File: src/rtl/ext_host_pkg.sv
// Command/status codes and FSM state type for the byte-stream TL-UL host.
package ext_host_pkg;

    localparam logic [7:0] CmdWrite   = 8'h01;
    localparam logic [7:0] CmdRead    = 8'h02;

    localparam logic [7:0] StOk       = 8'h00;
    localparam logic [7:0] StBusErr   = 8'h01;
    localparam logic [7:0] StMisalign = 8'h02;
    localparam logic [7:0] StBadCmd   = 8'hFF;

    typedef enum logic [2:0] {
        S_IDLE    = 3'd0,
        S_ADDR    = 3'd1,
        S_DATA    = 3'd2,
        S_REQ     = 3'd3,
        S_RSP     = 3'd4,
        S_TX_STAT = 3'd5,
        S_TX_DATA = 3'd6
    } state_e;

endpackage

File: src/rtl/tlul_pkg.sv
// Minimal TL-UL type definitions used by the external host port.
package tlul_pkg;

    localparam int TL_AW  = 32;
    localparam int TL_DW  = 32;
    localparam int TL_AIW = 8;
    localparam int TL_DIW = 1;
    localparam int TL_SZW = 2;
    localparam int TL_DBW = TL_DW / 8;

    typedef enum logic [2:0] {
        PutFullData    = 3'h0,
        PutPartialData = 3'h1,
        Get            = 3'h4
    } tl_a_op_e;

    typedef enum logic [2:0] {
        AccessAck     = 3'h0,
        AccessAckData = 3'h1
    } tl_d_op_e;

    typedef struct packed {
        logic [4:0] rsvd;
        logic [1:0] instr_type;
    } tl_a_user_t;

    localparam tl_a_user_t TL_A_USER_DEFAULT = '0;

    typedef struct packed {
        logic                a_valid;
        tl_a_op_e            a_opcode;
        logic [2:0]          a_param;
        logic [TL_SZW-1:0]   a_size;
        logic [TL_AIW-1:0]   a_source;
        logic [TL_AW-1:0]    a_address;
        logic [TL_DBW-1:0]   a_mask;
        logic [TL_DW-1:0]    a_data;
        tl_a_user_t          a_user;
        logic                d_ready;
    } tl_h2d_t;

    typedef struct packed {
        logic                d_valid;
        tl_d_op_e            d_opcode;
        logic [2:0]          d_param;
        logic [TL_SZW-1:0]   d_size;
        logic [TL_AIW-1:0]   d_source;
        logic [TL_DIW-1:0]   d_sink;
        logic [TL_DW-1:0]    d_data;
        logic                d_user;
        logic                d_error;
        logic                a_ready;
    } tl_d2h_t;

endpackage

File: src/rtl/tlul_ext_host.sv
// Byte-stream command decoder acting as a single-outstanding TL-UL initiator.
// Frames: 01 A0..A3 D0..D3 (write) or 02 A0..A3 (read), little-endian.
// Replies: one status byte, followed by 4 read-data bytes for bus reads.
module tlul_ext_host
    import tlul_pkg::*;
    import ext_host_pkg::*;
#(
    parameter logic [TL_AIW-1:0] SourceId  = '0,
    parameter int unsigned       RxTimeout = 1000000
) (
    input  logic       clk_i,
    input  logic       rst_ni,
    output tl_h2d_t    tl_o,
    input  tl_d2h_t    tl_i,
    input  logic [7:0] rx_data_i,
    input  logic       rx_valid_i,
    output logic       rx_ready_o,
    output logic [7:0] tx_data_o,
    output logic       tx_valid_o,
    input  logic       tx_ready_i,
    output logic       busy_o
);

    // Counter value on which a stalled frame is abandoned (0 disables).
    localparam logic [31:0] TmoLast = (RxTimeout == 0) ? 32'd0 : 32'(RxTimeout - 1);

    state_e      r_state;
    state_e      w_state_d;
    logic        r_is_read;
    logic [31:0] r_addr;
    logic [31:0] r_wdata;
    logic [31:0] r_rdata;
    logic [7:0]  r_status;
    logic [1:0]  r_cnt;
    logic [31:0] r_tmo;

    logic w_a_valid;
    logic w_d_ready;
    logic w_rx_fire;
    logic w_a_fire;
    logic w_d_fire;
    logic w_tx_fire;
    logic w_cmd_ok;
    logic w_tmo_hit;
    logic w_rsp_ok;
    logic w_unused_tl;

    assign rx_ready_o = (r_state == S_IDLE) || (r_state == S_ADDR) || (r_state == S_DATA);
    assign tx_valid_o = (r_state == S_TX_STAT) || (r_state == S_TX_DATA);
    assign busy_o     = (r_state != S_IDLE);
    assign w_a_valid  = (r_state == S_REQ);
    assign w_d_ready  = (r_state == S_RSP);

    assign tx_data_o  = (r_state == S_TX_STAT) ? r_status :
                        (r_state == S_TX_DATA) ? r_rdata[{r_cnt, 3'b000} +: 8] : 8'h00;

    assign w_rx_fire  = rx_valid_i & rx_ready_o;
    assign w_a_fire   = w_a_valid & tl_i.a_ready;
    assign w_d_fire   = w_d_ready & tl_i.d_valid;
    assign w_tx_fire  = tx_valid_o & tx_ready_i;
    assign w_cmd_ok   = (rx_data_i == CmdWrite) || (rx_data_i == CmdRead);
    assign w_tmo_hit  = (RxTimeout != 0) && !w_rx_fire && (r_tmo == TmoLast);
    assign w_rsp_ok   = !tl_i.d_error &&
                        (tl_i.d_opcode == (r_is_read ? AccessAckData : AccessAck));

    // Response fields this host has no use for (single source, fixed size).
    assign w_unused_tl = ^{tl_i.d_param, tl_i.d_size, tl_i.d_source, tl_i.d_sink, tl_i.d_user};

    // A-channel request: all fields come from registers, so they hold while a_valid is up.
    always_comb begin
        tl_o           = '0;
        tl_o.a_valid   = w_a_valid;
        tl_o.a_opcode  = r_is_read ? Get : PutFullData;
        tl_o.a_param   = 3'd0;
        tl_o.a_size    = 2'd2;
        tl_o.a_source  = SourceId;
        tl_o.a_address = {r_addr[31:2], 2'b00};
        tl_o.a_mask    = 4'hF;
        tl_o.a_data    = r_is_read ? 32'd0 : r_wdata;
        tl_o.a_user    = TL_A_USER_DEFAULT;
        tl_o.d_ready   = w_d_ready;
    end

    // State register.
    always_ff @(posedge clk_i or negedge rst_ni) begin
        if (!rst_ni) r_state <= S_IDLE;
        else         r_state <= w_state_d;
    end

    // Next-state decode.
    always_comb begin
        w_state_d = r_state;
        case (r_state)
            S_IDLE:    if (w_rx_fire) w_state_d = w_cmd_ok ? S_ADDR : S_TX_STAT;
            S_ADDR: begin
                if (w_rx_fire && r_cnt == 2'd3) begin
                    if (r_addr[1:0] != 2'b00) w_state_d = S_TX_STAT;
                    else                      w_state_d = r_is_read ? S_REQ : S_DATA;
                end else if (w_tmo_hit) begin
                    w_state_d = S_IDLE;
                end
            end
            S_DATA: begin
                if (w_rx_fire && r_cnt == 2'd3) w_state_d = S_REQ;
                else if (w_tmo_hit)             w_state_d = S_IDLE;
            end
            S_REQ:     if (w_a_fire) w_state_d = S_RSP;
            S_RSP:     if (w_d_fire) w_state_d = S_TX_STAT;
            S_TX_STAT: if (w_tx_fire) begin
                w_state_d = (r_is_read && (r_status == StOk || r_status == StBusErr)) ?
                            S_TX_DATA : S_IDLE;
            end
            S_TX_DATA: if (w_tx_fire && r_cnt == 2'd3) w_state_d = S_IDLE;
            default:   w_state_d = S_IDLE;
        endcase
    end

    // Frame capture, response capture, byte counter and inter-byte timeout.
    always_ff @(posedge clk_i or negedge rst_ni) begin
        if (!rst_ni) begin
            r_is_read <= 1'b0;
            r_addr    <= '0;
            r_wdata   <= '0;
            r_rdata   <= '0;
            r_status  <= '0;
            r_cnt     <= '0;
            r_tmo     <= '0;
        end else begin
            case (r_state)
                S_IDLE: if (w_rx_fire) begin
                    r_cnt <= 2'd0;
                    r_tmo <= '0;
                    if (w_cmd_ok) begin
                        r_is_read <= (rx_data_i == CmdRead);
                    end else begin
                        r_is_read <= 1'b0;
                        r_status  <= StBadCmd;
                    end
                end
                S_ADDR, S_DATA: begin
                    if (w_rx_fire) begin
                        if (r_state == S_ADDR) r_addr[{r_cnt, 3'b000} +: 8]  <= rx_data_i;
                        else                   r_wdata[{r_cnt, 3'b000} +: 8] <= rx_data_i;
                        if (r_state == S_ADDR && r_cnt == 2'd3 && r_addr[1:0] != 2'b00)
                            r_status <= StMisalign;
                        r_cnt <= r_cnt + 2'd1;
                        r_tmo <= '0;
                    end else if (w_tmo_hit) begin
                        r_is_read <= 1'b0;
                        r_addr    <= '0;
                        r_wdata   <= '0;
                        r_cnt     <= '0;
                        r_tmo     <= '0;
                    end else begin
                        r_tmo <= r_tmo + 32'd1;
                    end
                end
                S_RSP: if (w_d_fire) begin
                    r_rdata  <= tl_i.d_data;
                    r_status <= w_rsp_ok ? StOk : StBusErr;
                end
                S_TX_DATA: if (w_tx_fire) r_cnt <= r_cnt + 2'd1;
                default: ;
            endcase
        end
    end

endmodule

File: config.mk
export PLATFORM = sky130hd
export DESIGN_NAME = tlul_ext_host
export DESIGN_NICKNAME = d
export VERILOG_FILES = /design/src/rtl/ext_host_pkg.sv /design/src/rtl/tlul_pkg.sv /design/src/rtl/tlul_ext_host.sv
export SDC_FILE = /design/constraint.sdc
export NUM_CORES = 1
export LEC_CHECK = 0
export CORE_MARGIN = 10
export CORE_UTILIZATION = 46
export DETAILED_ROUTE_END_ITERATION = 6
export PLACE_DENSITY = 0.76
export SKIP_CTS_REPAIR_TIMING = 1
export SLEW_MARGIN = 5
export SYNTH_ARGS = -nofsm -noshare
export SYNTH_HDL_FRONTEND = slang
export SYNTH_SLANG_ARGS = --single-unit
File: constraint.sdc
create_clock -name clk_i -period 2.6 [get_ports clk_i]
set_input_delay 0.52 -clock clk_i [delete_from_list [all_inputs] [get_ports clk_i]]
set_output_delay 0.52 -clock clk_i [all_outputs]
set_load 0.02 [all_outputs]
==> flow_metrics.py <==
metrics = {
    "outcome": {
        "status": "finished, final reports clean",
    },
    "die": {
        "start_util_pct": 46.5,
        "die_h_um": 146,
        "placementRows": 46,
        "die_w_um": 146,
        "die_area_mm2": 0.0214,
        "coreArea_mm2": 0.0158,
        "pin_count": 169,
    },
    "layout": {
        "stdcell_count": 1015,
        "drive_above_1_share_pct": 18.9,
        "areaGrowthSynthToFinish_pct": 27.4,
        "nets": 858,
        "diodes": 0,
        "fillCellCount": 1291,
    },
    "global_routing": {
        "grt-ovfl-total": 0,
        "antenna_found_initial": 0,
        "grt_pass1_wl_um": 31200,
        "grt_use_total_pct": 17.9,
        "grt_max_degree": 71,
        "grt_pass1_vias": 5875,
    },
    "setup_path": {
        "critPathTopFamily": "buffers and inverters",
        "slowest_delay_ps": 680,
        "crit_chain": "buf_4, a21oi_4, clkdlybuf4s50_1",
        "crit_path_end_kind": "output pin",
        "crit_arrival_ps": 1980,
        "cp.buffers_inverters": 2,
        "slowest_stage": "clkdlybuf4s50_1",
        "crit_type": "flop to output pin",
        "critPathLaunchType": "flop",
        "crit_required_ps": 2080,
        "crit_fanout": 18,
    },
    "power_and_ir_drop": {
        "power_density_mw_per_mm2": 854,
        "cellLeakagePower_nw": 4.11,
        "total_power_w": 0.00799,
        "irDropWorstVdd_uv": 522,
    },
    "synth": {
        "syn_area_mm2": 0.00734,
        "yosysSeqAreaShare_pct": 46.7,
        "synth_edf_count": 0,
        "yosys_register_bits": 137,
        "postSynth.asyncResetShare_pct": 100,
        "syn_avg_cell_area_um2": 10.9,
        "synthCells": 674,
        "ys_types": 67,
        "yosysWarnings": 0,
        "ys.flop_type": "dfrtp_1",
    },
    "clock_network": {
        "cts_made_buffers": 17,
        "clk_latency_ps": 430,
        "cts.sinks": 137,
        "path_clk_slew_ps": 60,
        "cts-root-buf": "clkbuf_16",
        "h-tree-depth": 4,
        "cts.path.max_buffers": 2,
        "cts_tree": "yes",
    },
    "drt": {
        "vias": 5585,
        "ant_nets": 0,
        "route.detailed.drc": 0,
        "via_per_inst": 5.50,
        "wl_per_cell_um": 19.1,
        "wl_um": 19400,
        "drt_iter0_drc": 493,
        "drt-pass1-iter-count": 5,
    },
    "place": {
        "dpl.hpwl_um": 14100,
        "dp.cells": 983,
        "io_buffers": 125,
        "place.gp.congestion": 0.932,
    },
    "timing": {
        "hold_violations": 0,
        "drv_slew": 0,
        "clock.fmax_mhz": 401,
        "finalSetupViolCount": 0,
        "final.setup_skew_ps": 8.70,
        "post-route-period-util_pct": 96.0,
        "fin_tns_setup_ps": 0,
        "rsz0062_at_grt": "false",
        "worstMarginPinSlew_ps": 666,
        "slew_headroom_pct": 55.3,
        "fin_crit_ps": 2500,
    },
    "min_path": {
        "hold_class": "primary input to asynchronous set/reset pin",
    },
    "flow_run": {
        "max_cap_violations": 0,
    },
}
stage by stage:
| stage | instance area [um2] | worst slack, ps | util (%) | hold WS [ps] |
|---|---|---|---|---|
| 6_report | 9350 | 103 | 59.3 | 12.0 |
| 4_1_cts | 9320 | -251 | 59.1 | 13.3 |
| 2_1_floorplan | 7440 | 220 | - | 224 |
| 5_1_grt | 9350 | 17.6 | 59.3 | 29.9 |
| 3_5_place_dp | 8660 | 85.1 | 54.9 | 473 |
| 3_3_place_gp | 8660 | 75.7 | 54.9 | 460 |
area by class of cell:
| cell class | instances | area [um2] | area share, % |
|---|---|---|---|
| Multi-Input combinational cell | 450 | 3340 | 35.7 |
| Clock buffer | 22 | 494 | 5.28 |
| Clock inverter | 10 | 163 | 1.74 |
| Inverter | 14 | 52.6 | 0.562 |
| Sequential cell | 137 | 3430 | 36.7 |
| Timing Repair Buffer | 166 | 1600 | 17.2 |
| Tap cell | 216 | 270 | 2.89 |
per-layer routing:
metal | up-vias | share of wire (%) | track usage [%]
li1 | 2590 | - | -
met1 | 2763 | 40 | 20.7
met2 | 198 | 51 | 30.4
met3 | 34 | 6.0 | 4.85
met4 | 0 | 2.5 | 8.46
met5 | - | 0 | 0
cell families (layout without fill, tap and decap cells):
| group | after synthesis | after routing | synth area share, % |
|---|---|---|---|
| other cells | 2 | 28 | 0.102 |
| fa+ha+maj | 7 | 7 | 1.19 |
| mux | 45 | 45 | 8.11 |
| flops | 137 | 137 | 46.7 |
| xor+xnor | 30 | 30 | 3.58 |
| buf+inv | 113 | 212 | 9.27 |
| compound gates | 124 | 124 | 13.6 |
| simple gates | 216 | 216 | 17.5 |
flip-flops by register name, summed over array words and instances, names as in the netlist:
name and cells:
r_addr 32, r_cnt 2, r_is_read 1, r_rdata 32, r_state 3, r_status 3
r_tmo 32, r_wdata 32
cells in the final DEF (no fill, tap or decap), types with 12 or more instances in the layout:
| master | count |
|---|---|
| nor2_1 | 44 |
| a32o_1 | 32 |
| inv_1 | 13 |
| clkdlybuf4s50_1 | 112 |
| a21oi_1 | 12 |
| clkbuf_16 | 17 |
| a22o_1 | 31 |
| nor2b_1 | 38 |
| dfrtp_1 | 135 |
| buf_4 | 40 |
| mux2_2 | 36 |
| nand2_1 | 31 |
| nor3_1 | 13 |
| xnor2_1 | 20 |
| conb_1 | 28 |
synthesized netlist by cell type (3+ instances only):
| library cell | n | area (um2) |
|---|---|---|
| inv_1 | 13 | 48.8 |
| nand2_1 | 31 | 116 |
| xnor2_1 | 20 | 175 |
| a22o_1 | 31 | 272 |
| mux2_2 | 36 | 405 |
| or3_1 | 3 | 18.8 |
| mux4_2 | 8 | 180 |
| a32o_1 | 32 | 320 |
| nand4_1 | 11 | 68.8 |
| xor2_1 | 10 | 87.6 |
| nor3_1 | 13 | 65.1 |
| buf_2 | 16 | 80.1 |
| a21boi_0 | 8 | 60.1 |
| nor2b_1 | 38 | 238 |
| nand3_1 | 11 | 55.1 |
| ha_1 | 7 | 87.6 |
| buf_4 | 61 | 458 |
| and3_1 | 10 | 62.6 |
| and2_1 | 4 | 25.0 |
| o21ai_1 | 10 | 50.1 |
| nand2b_1 | 3 | 18.8 |
| dfrtp_1 | 137 | 3430 |
| nor4_1 | 10 | 62.6 |
| clkbuf_1 | 19 | 71.3 |
| nor2_2 | 4 | 25.0 |
| nor2_1 | 45 | 169 |
| nor4_2 | 8 | 100 |
| o21ai_0 | 8 | 40.0 |
| a21oi_1 | 12 | 60.1 |
| nand4_2 | 3 | 37.5 |
| and4_1 | 5 | 43.8 |
power by group:
part	internal, W	switching (W)	total (W)	leakage (nW)
clock network	0.00173	0.000924	0.00266	0.319
logic	0.00124	0.00124	0.00247	1.98
registers	0.00257	0.000288	0.00286	1.81
total	0.00554	0.00245	0.00799	4.11
final timing paths:
kind / endpoint / slack [ps] / cells past startpoint / start
min reg2reg: r_wdata[23]$_DFFE_PN0P_ / 490 / 1 / r_wdata[23]$_DFFE_PN0P_
min in group clk_i: r_wdata[23]$_DFFE_PN0P_ / 490 / 1 / r_wdata[23]$_DFFE_PN0P_
max: rx_ready_o / 100 / 3 / r_state[1]$_DFFE_PN0P_
max reg2reg: r_cnt[0]$_DFFE_PN0P_ / 240 / 5 / r_tmo[12]$_DFFE_PN0P_
max in group asynchronous: r_tmo[15]$_DFFE_PN0P_ / 1860 / 2 / rst_ni
min: r_addr[14]$_DFFE_PN0P_ / 10 / 1 / rst_ni
(Power assumes the default switching activity.)
